--- src/rtl/cover_ctrl_pkg.sv ---
// Shared types and constants for the oven cover supervisory controller.
package cover_ctrl_pkg;

    typedef enum logic [2:0] {
        ST_CLOSED  = 3'd0,
        ST_OPENING = 3'd1,
        ST_OPEN    = 3'd2,
        ST_CLOSING = 3'd3,
        ST_RELIEF  = 3'd4,
        ST_FAULT   = 3'd5
    } cover_state_t;

    localparam int COVER_TIMEOUT_DEFAULT = 40;

    // Actuator drive level for a state; FAULT fails open to vent the chamber.
    function automatic logic drive_open(input cover_state_t s);
        return (s == ST_OPENING) || (s == ST_OPEN) || (s == ST_RELIEF) || (s == ST_FAULT);
    endfunction

endpackage

--- src/rtl/cover_travel_timer.sv ---
// 8-bit saturating travel tick counter; o_expired flags the last allowed tick.
module cover_travel_timer #(
    parameter int LIMIT = 40
) (
    input  logic clk,
    input  logic rst_n,
    input  logic en,
    input  logic i_clear,
    input  logic i_count_en,
    output logic o_expired
);

    localparam logic [7:0] LIMIT_M1 = 8'(LIMIT - 1);

    logic [7:0] r_cnt;

    always_ff @(posedge clk or negedge rst_n) begin
        if (!rst_n) begin
            r_cnt <= 8'd0;
        end else if (en) begin
            if (i_clear)
                r_cnt <= 8'd0;
            else if (i_count_en && (r_cnt != 8'hFF))
                r_cnt <= r_cnt + 8'd1;
        end
    end

    assign o_expired = (r_cnt == LIMIT_M1);

endmodule

--- src/rtl/cover_controller.sv ---
// Oven cover supervisory FSM: travel timeouts, pressure relief, sticky fault.
// Define COVER_CTRL_SETTLE_EN to require end-stop flags stable for two ticks.
module cover_controller
    import cover_ctrl_pkg::*;
#(
    parameter int TIMEOUT_TICKS = COVER_TIMEOUT_DEFAULT
) (
    input  logic       clk,
    input  logic       rst_n,
    input  logic       en,
    input  logic       cmd_open,
    input  logic       cmd_close,
    input  logic       clear_fault,
    input  logic       S_pressure_high,
    input  logic       S_pressure_medium,
    input  logic       S_cover_closed,
    input  logic       S_cover_fully_opened,
    output logic       X_cover,
    output logic [2:0] state,
    output logic       busy,
    output logic       fault
);

    cover_state_t r_state, w_next;
    logic         r_x_cover, r_busy, r_fault;
    logic         w_closed, w_opened, w_expired, w_traveling;

`ifdef COVER_CTRL_SETTLE_EN
    logic r_closed_d, r_opened_d;

    always_ff @(posedge clk or negedge rst_n) begin
        if (!rst_n) begin
            r_closed_d <= 1'b0;
            r_opened_d <= 1'b0;
        end else if (en) begin
            r_closed_d <= S_cover_closed;
            r_opened_d <= S_cover_fully_opened;
        end
    end

    assign w_closed = S_cover_closed & r_closed_d;
    assign w_opened = S_cover_fully_opened & r_opened_d;
`else
    assign w_closed = S_cover_closed;
    assign w_opened = S_cover_fully_opened;
`endif

    assign w_traveling = (r_state == ST_OPENING) || (r_state == ST_CLOSING);

    cover_travel_timer #(.LIMIT(TIMEOUT_TICKS)) u_timer (
        .clk       (clk),
        .rst_n     (rst_n),
        .en        (en),
        .i_clear   (w_next != r_state),
        .i_count_en(w_traveling),
        .o_expired (w_expired)
    );

    always_comb begin
        w_next = r_state;
        if (r_state == ST_FAULT) begin
            if (clear_fault) w_next = ST_OPENING;
        end else if (S_pressure_high) begin
            w_next = ST_RELIEF;
        end else begin
            case (r_state)
                ST_CLOSED: begin
                    if (S_pressure_medium) w_next = ST_RELIEF;
                    else if (cmd_open)     w_next = ST_OPENING;
                end
                ST_RELIEF: begin
                    if (!S_pressure_medium) w_next = ST_OPEN;
                end
                ST_OPEN: begin
                    if (cmd_close && !cmd_open && !S_pressure_medium) w_next = ST_CLOSING;
                end
                ST_OPENING: begin
                    if (w_opened)                    w_next = ST_OPEN;
                    else if (cmd_close && !cmd_open) w_next = ST_CLOSING;
                    else if (w_expired)              w_next = ST_FAULT;
                end
                ST_CLOSING: begin
                    if (w_closed)                            w_next = ST_CLOSED;
                    else if (cmd_open || S_pressure_medium)  w_next = ST_OPENING;
                    else if (w_expired)                      w_next = ST_FAULT;
                end
                default: w_next = ST_FAULT;
            endcase
        end
    end

    // Outputs are decoded from the next state so they move with the state register.
    always_ff @(posedge clk or negedge rst_n) begin
        if (!rst_n) begin
            r_state   <= ST_CLOSING;
            r_x_cover <= 1'b0;
            r_busy    <= 1'b1;
            r_fault   <= 1'b0;
        end else if (en) begin
            r_state   <= w_next;
            r_x_cover <= drive_open(w_next);
            r_busy    <= (w_next == ST_OPENING) || (w_next == ST_CLOSING);
            r_fault   <= (w_next == ST_FAULT);
        end
    end

    assign state   = r_state;
    assign X_cover = r_x_cover;
    assign busy    = r_busy;
    assign fault   = r_fault;

endmodule

--- config.mk ---
export PLATFORM = sky130hd
export DESIGN_NAME = cover_controller
export DESIGN_NICKNAME = d
export VERILOG_FILES = /design/src/rtl/cover_ctrl_pkg.sv /design/src/rtl/cover_travel_timer.sv /design/src/rtl/cover_controller.sv
export SDC_FILE = /design/constraint.sdc
export NUM_CORES = 1
export LEC_CHECK = 0
export BUFFER_PORTS_ARGS = -buffer_cell sky130_fd_sc_hd__buf_2
export CORE_ASPECT_RATIO = 0.9
export CORE_MARGIN = 2
export CORE_UTILIZATION = 40
export DETAILED_ROUTE_END_ITERATION = 8
export SETUP_SLACK_MARGIN = 0.15
export SYNTH_ARGS = -nofsm -noshare
export SYNTH_HDL_FRONTEND = slang
export SYNTH_SLANG_ARGS = --single-unit
export TNS_END_PERCENT = 10
--- constraint.sdc ---
create_clock -name clk -period 3.65 [get_ports clk]
set_clock_uncertainty 0.2 [all_clocks]
set_input_delay 0.1825 -clock clk [delete_from_list [all_inputs] [get_ports clk]]
set_output_delay 0.1825 -clock clk [all_outputs]
set_load 0.03 [all_outputs]
==> flow_summary.toml <==
[synth]
synth_top_area_cell = "dfrtp_1"
synth_cell_types = 41
synthesis.area_sq_mm = 0.00104
synth.avg_cell_area_sq_um = 7.97
synth-async-reset-ratio_pct = 100
ys_warn_count = 0
synthTopCellsByArea = "dfrtp_1 26%, dfstp_2 7.6%, a31oi_1 4.8%, nor2_1 4.3%, nand2_1 4.0%"
yosysMostFrequentCell = "nor2_1"
synth_common_cells = "12 x nor2_1, 11 x dfrtp_1, 11 x nand2_1"
synth_cells = 131
synth-edff-count = 0
yosysSeqAreaShare_pct = 33.9
synth_top_area_share_pct = 26.4
synth_fp_nets = 142
synth-seq-cells = 14
ys_dominant_reg_cell = "dfrtp_1"

[die]
core-area_sq_mm = 0.00247
pin_count = 16
initial_core_util_pct = 42.3
placementRows = 17
die_y_microns = 52.5
dieArea_sq_mm = 0.00303
fp.dieW_microns = 57.8

[timing]
layout_min_cycle_time_ns = 2.25
drv_slew = 0
worstMarginPinSlew_ns = 0.449
rsz0062_at_grt = "no"
setup_violations = 0
setup_ws_ns = 1.40
hold_viol_final = 0
final.setup.tns_ns = 0
relSlewSlack_pct = 70.1
max_freq_mhz = 445
fin_crit_sh_pct = 61.6

[min_path]
hp-class = "input pin to flip-flop"
min_path_cells = 3
hold_path.startpoint = "en"

[setup_path]
critPathArrivalTime_ns = 2.26
ff2ff_path_depth = 6
end_kind = "flip-flop"
path_cells = "nand2b_1 -> nor4_1 -> a2bb2o_1 -> a21oi_1 -> nand3b_1 -> o21ai_1"
crit_path_top_delay_cell = "dfstp_2"
cpPeakStageDelay_ns = 0.68
timing.critical_path.required_ns = 3.66
crit-reg2reg-launch = "state[0]$_DFFE_PN1P_"
path_max_fanout = 15
path_class = "flip-flop to flip-flop"
critical_path_buf_inv_count = 0
cp-start-kind = "flip-flop"
cp.depth = 6
crit_path_start = "state[0]$_DFFE_PN1P_"
path_delay_family = "compound AO/OA/AOI/OAI gates"

[layout]
ff_latch_area_sq_um = 354
final_nets = 156
multiInputGateArea_sq_um = 626
drive_gt1_share_pct = 18.1
fillers = 252
synthToLayoutAreaGrowth_pct = 12.1
fin_cells = 172
antenna_cells = 0

[place]
place_ws_ns = 1.46
dp_hpwl_microns = 1870
port-buffer-count = 15
gp_congestion = 0.841
placed_cells = 167

[pwr]
vdd.ir_drop.worst_mv = 0.385
p_leak_uw = 0.000471
power.total_uw = 595
power.density_mw_per_mm2 = 509

[clock_network]
cts_sinks = 14
clk_path_buf_depth = 2
clk_pin_slew_ns = 0.09
numCtsBuffers = 3
cts_setup_buffers = 0
cts_tree = "yes"
clk_latency_ns = 0.28
cts_root_buf = "clkbuf_4"
htree_levels = 1

[global_route]
grt_pass1_vias = 953
grt_use_total_pct = 18.7
antenna_found_initial = 0
grt_pass1_wl_microns = 4460
overflow = 0
grt_max_degree = 18

[route]
wire_per_inst_microns = 14.8
via_per_inst = 5.93
drt_pass1_iterations = 4
drt_wl_total_microns = 2550
drt_drc_violations_left = 0
first_iter_violations = 21
vias = 1020
ant_nets = 0

[flow_run]
cap_violations = 0

[outcome]
outcome = "finished clean"
per-stage QoR:
stage	instance area (sq um)	util [%]	hold WS [ns]
after global routing	1170	47.4	0.0754
after CTS	1170	47.4	0.0400
final	1170	47.4	0.0523
after floorplan	1040	-	-0.313
after global placement	1120	45.5	-0.107
after detailed placement	1120	45.5	-0.103
placed cells by master (no fill, tap or decap), types with 4 or more instances in the layout:
master / count
a21oi_1: 5
a31oi_1: 8
buf_2: 15
dfrtp_1: 11
inv_1: 8
nand2_1: 11
nand3_1: 8
nand4_1: 5
nor2_1: 12
nor3_1: 5
o21ai_0: 6
o22ai_1: 4
what timing repair did:
action	4_1_cts	5_1_grt
gates resized for setup	0	0
hold buffers	1	0
hold endpoints to repair	14	0
worst paths after layout:
check                                               end  slack, ns
setup / recovery                       busy$_DFFE_PN1P_       1.40
hold reg to reg                        busy$_DFFE_PN1P_       0.26
hold / removal                     state[1]$_DFFE_PN1P_       0.05
setup reg to reg                       busy$_DFFE_PN1P_       1.40
max in group asynchronous          state[0]$_DFFE_PN1P_       2.84
min in group asynchronous  u_timer.r_cnt[6]$_DFFE_PN0P_       0.12
kinds of logic after synthesis:
kind of cell	after synthesis	share of synthesized area, %
multiplexers	2	1.92
AND/OR/NAND/NOR	59	29.9
XOR/XNOR	1	0.839
AO/OA/AOI/OAI	38	26.1
flip-flops	14	33.9
adder cells (fa/ha/maj)	1	1.20
buffers and inverters	16	6.11
area by class of cell:
class	count	share of cell area, %
repair buffers	16	7.27
flip-flops and latches	14	30.3
clock buffers	4	3.10
multi-input cells	101	53.5
inverters	9	2.89
well taps	28	2.99
sequential cells by signal (all words and copies together) (netlist names):
register	flops
u_timer.r_cnt	8
state	3
busy	1
X_cover	1
fault	1
tightest hold or removal path, cell delays in order:
cell and delay [ns]:
buf_2 0.19, nand2_1 0.08, o21ai_0 0.07
per-layer routing:
metal	up-vias	wire (microns)	GRT usage, %
met3	2	95	5.19
met5	-	0	0
met4	0	8	2.71
met2	19	1150	29.4
li1	515	-	-
met1	484	1290	26.0
power by group:
part	switching [uW]	leakage, uW	internal [uW]
Clock	51.8	0.0000210	60.7
Combinational	150	0.000274	88.4
Sequential	53.7	0.000176	191
Total	256	0.000471	340
No activity file was read; power rests on OpenSTA's default activity.
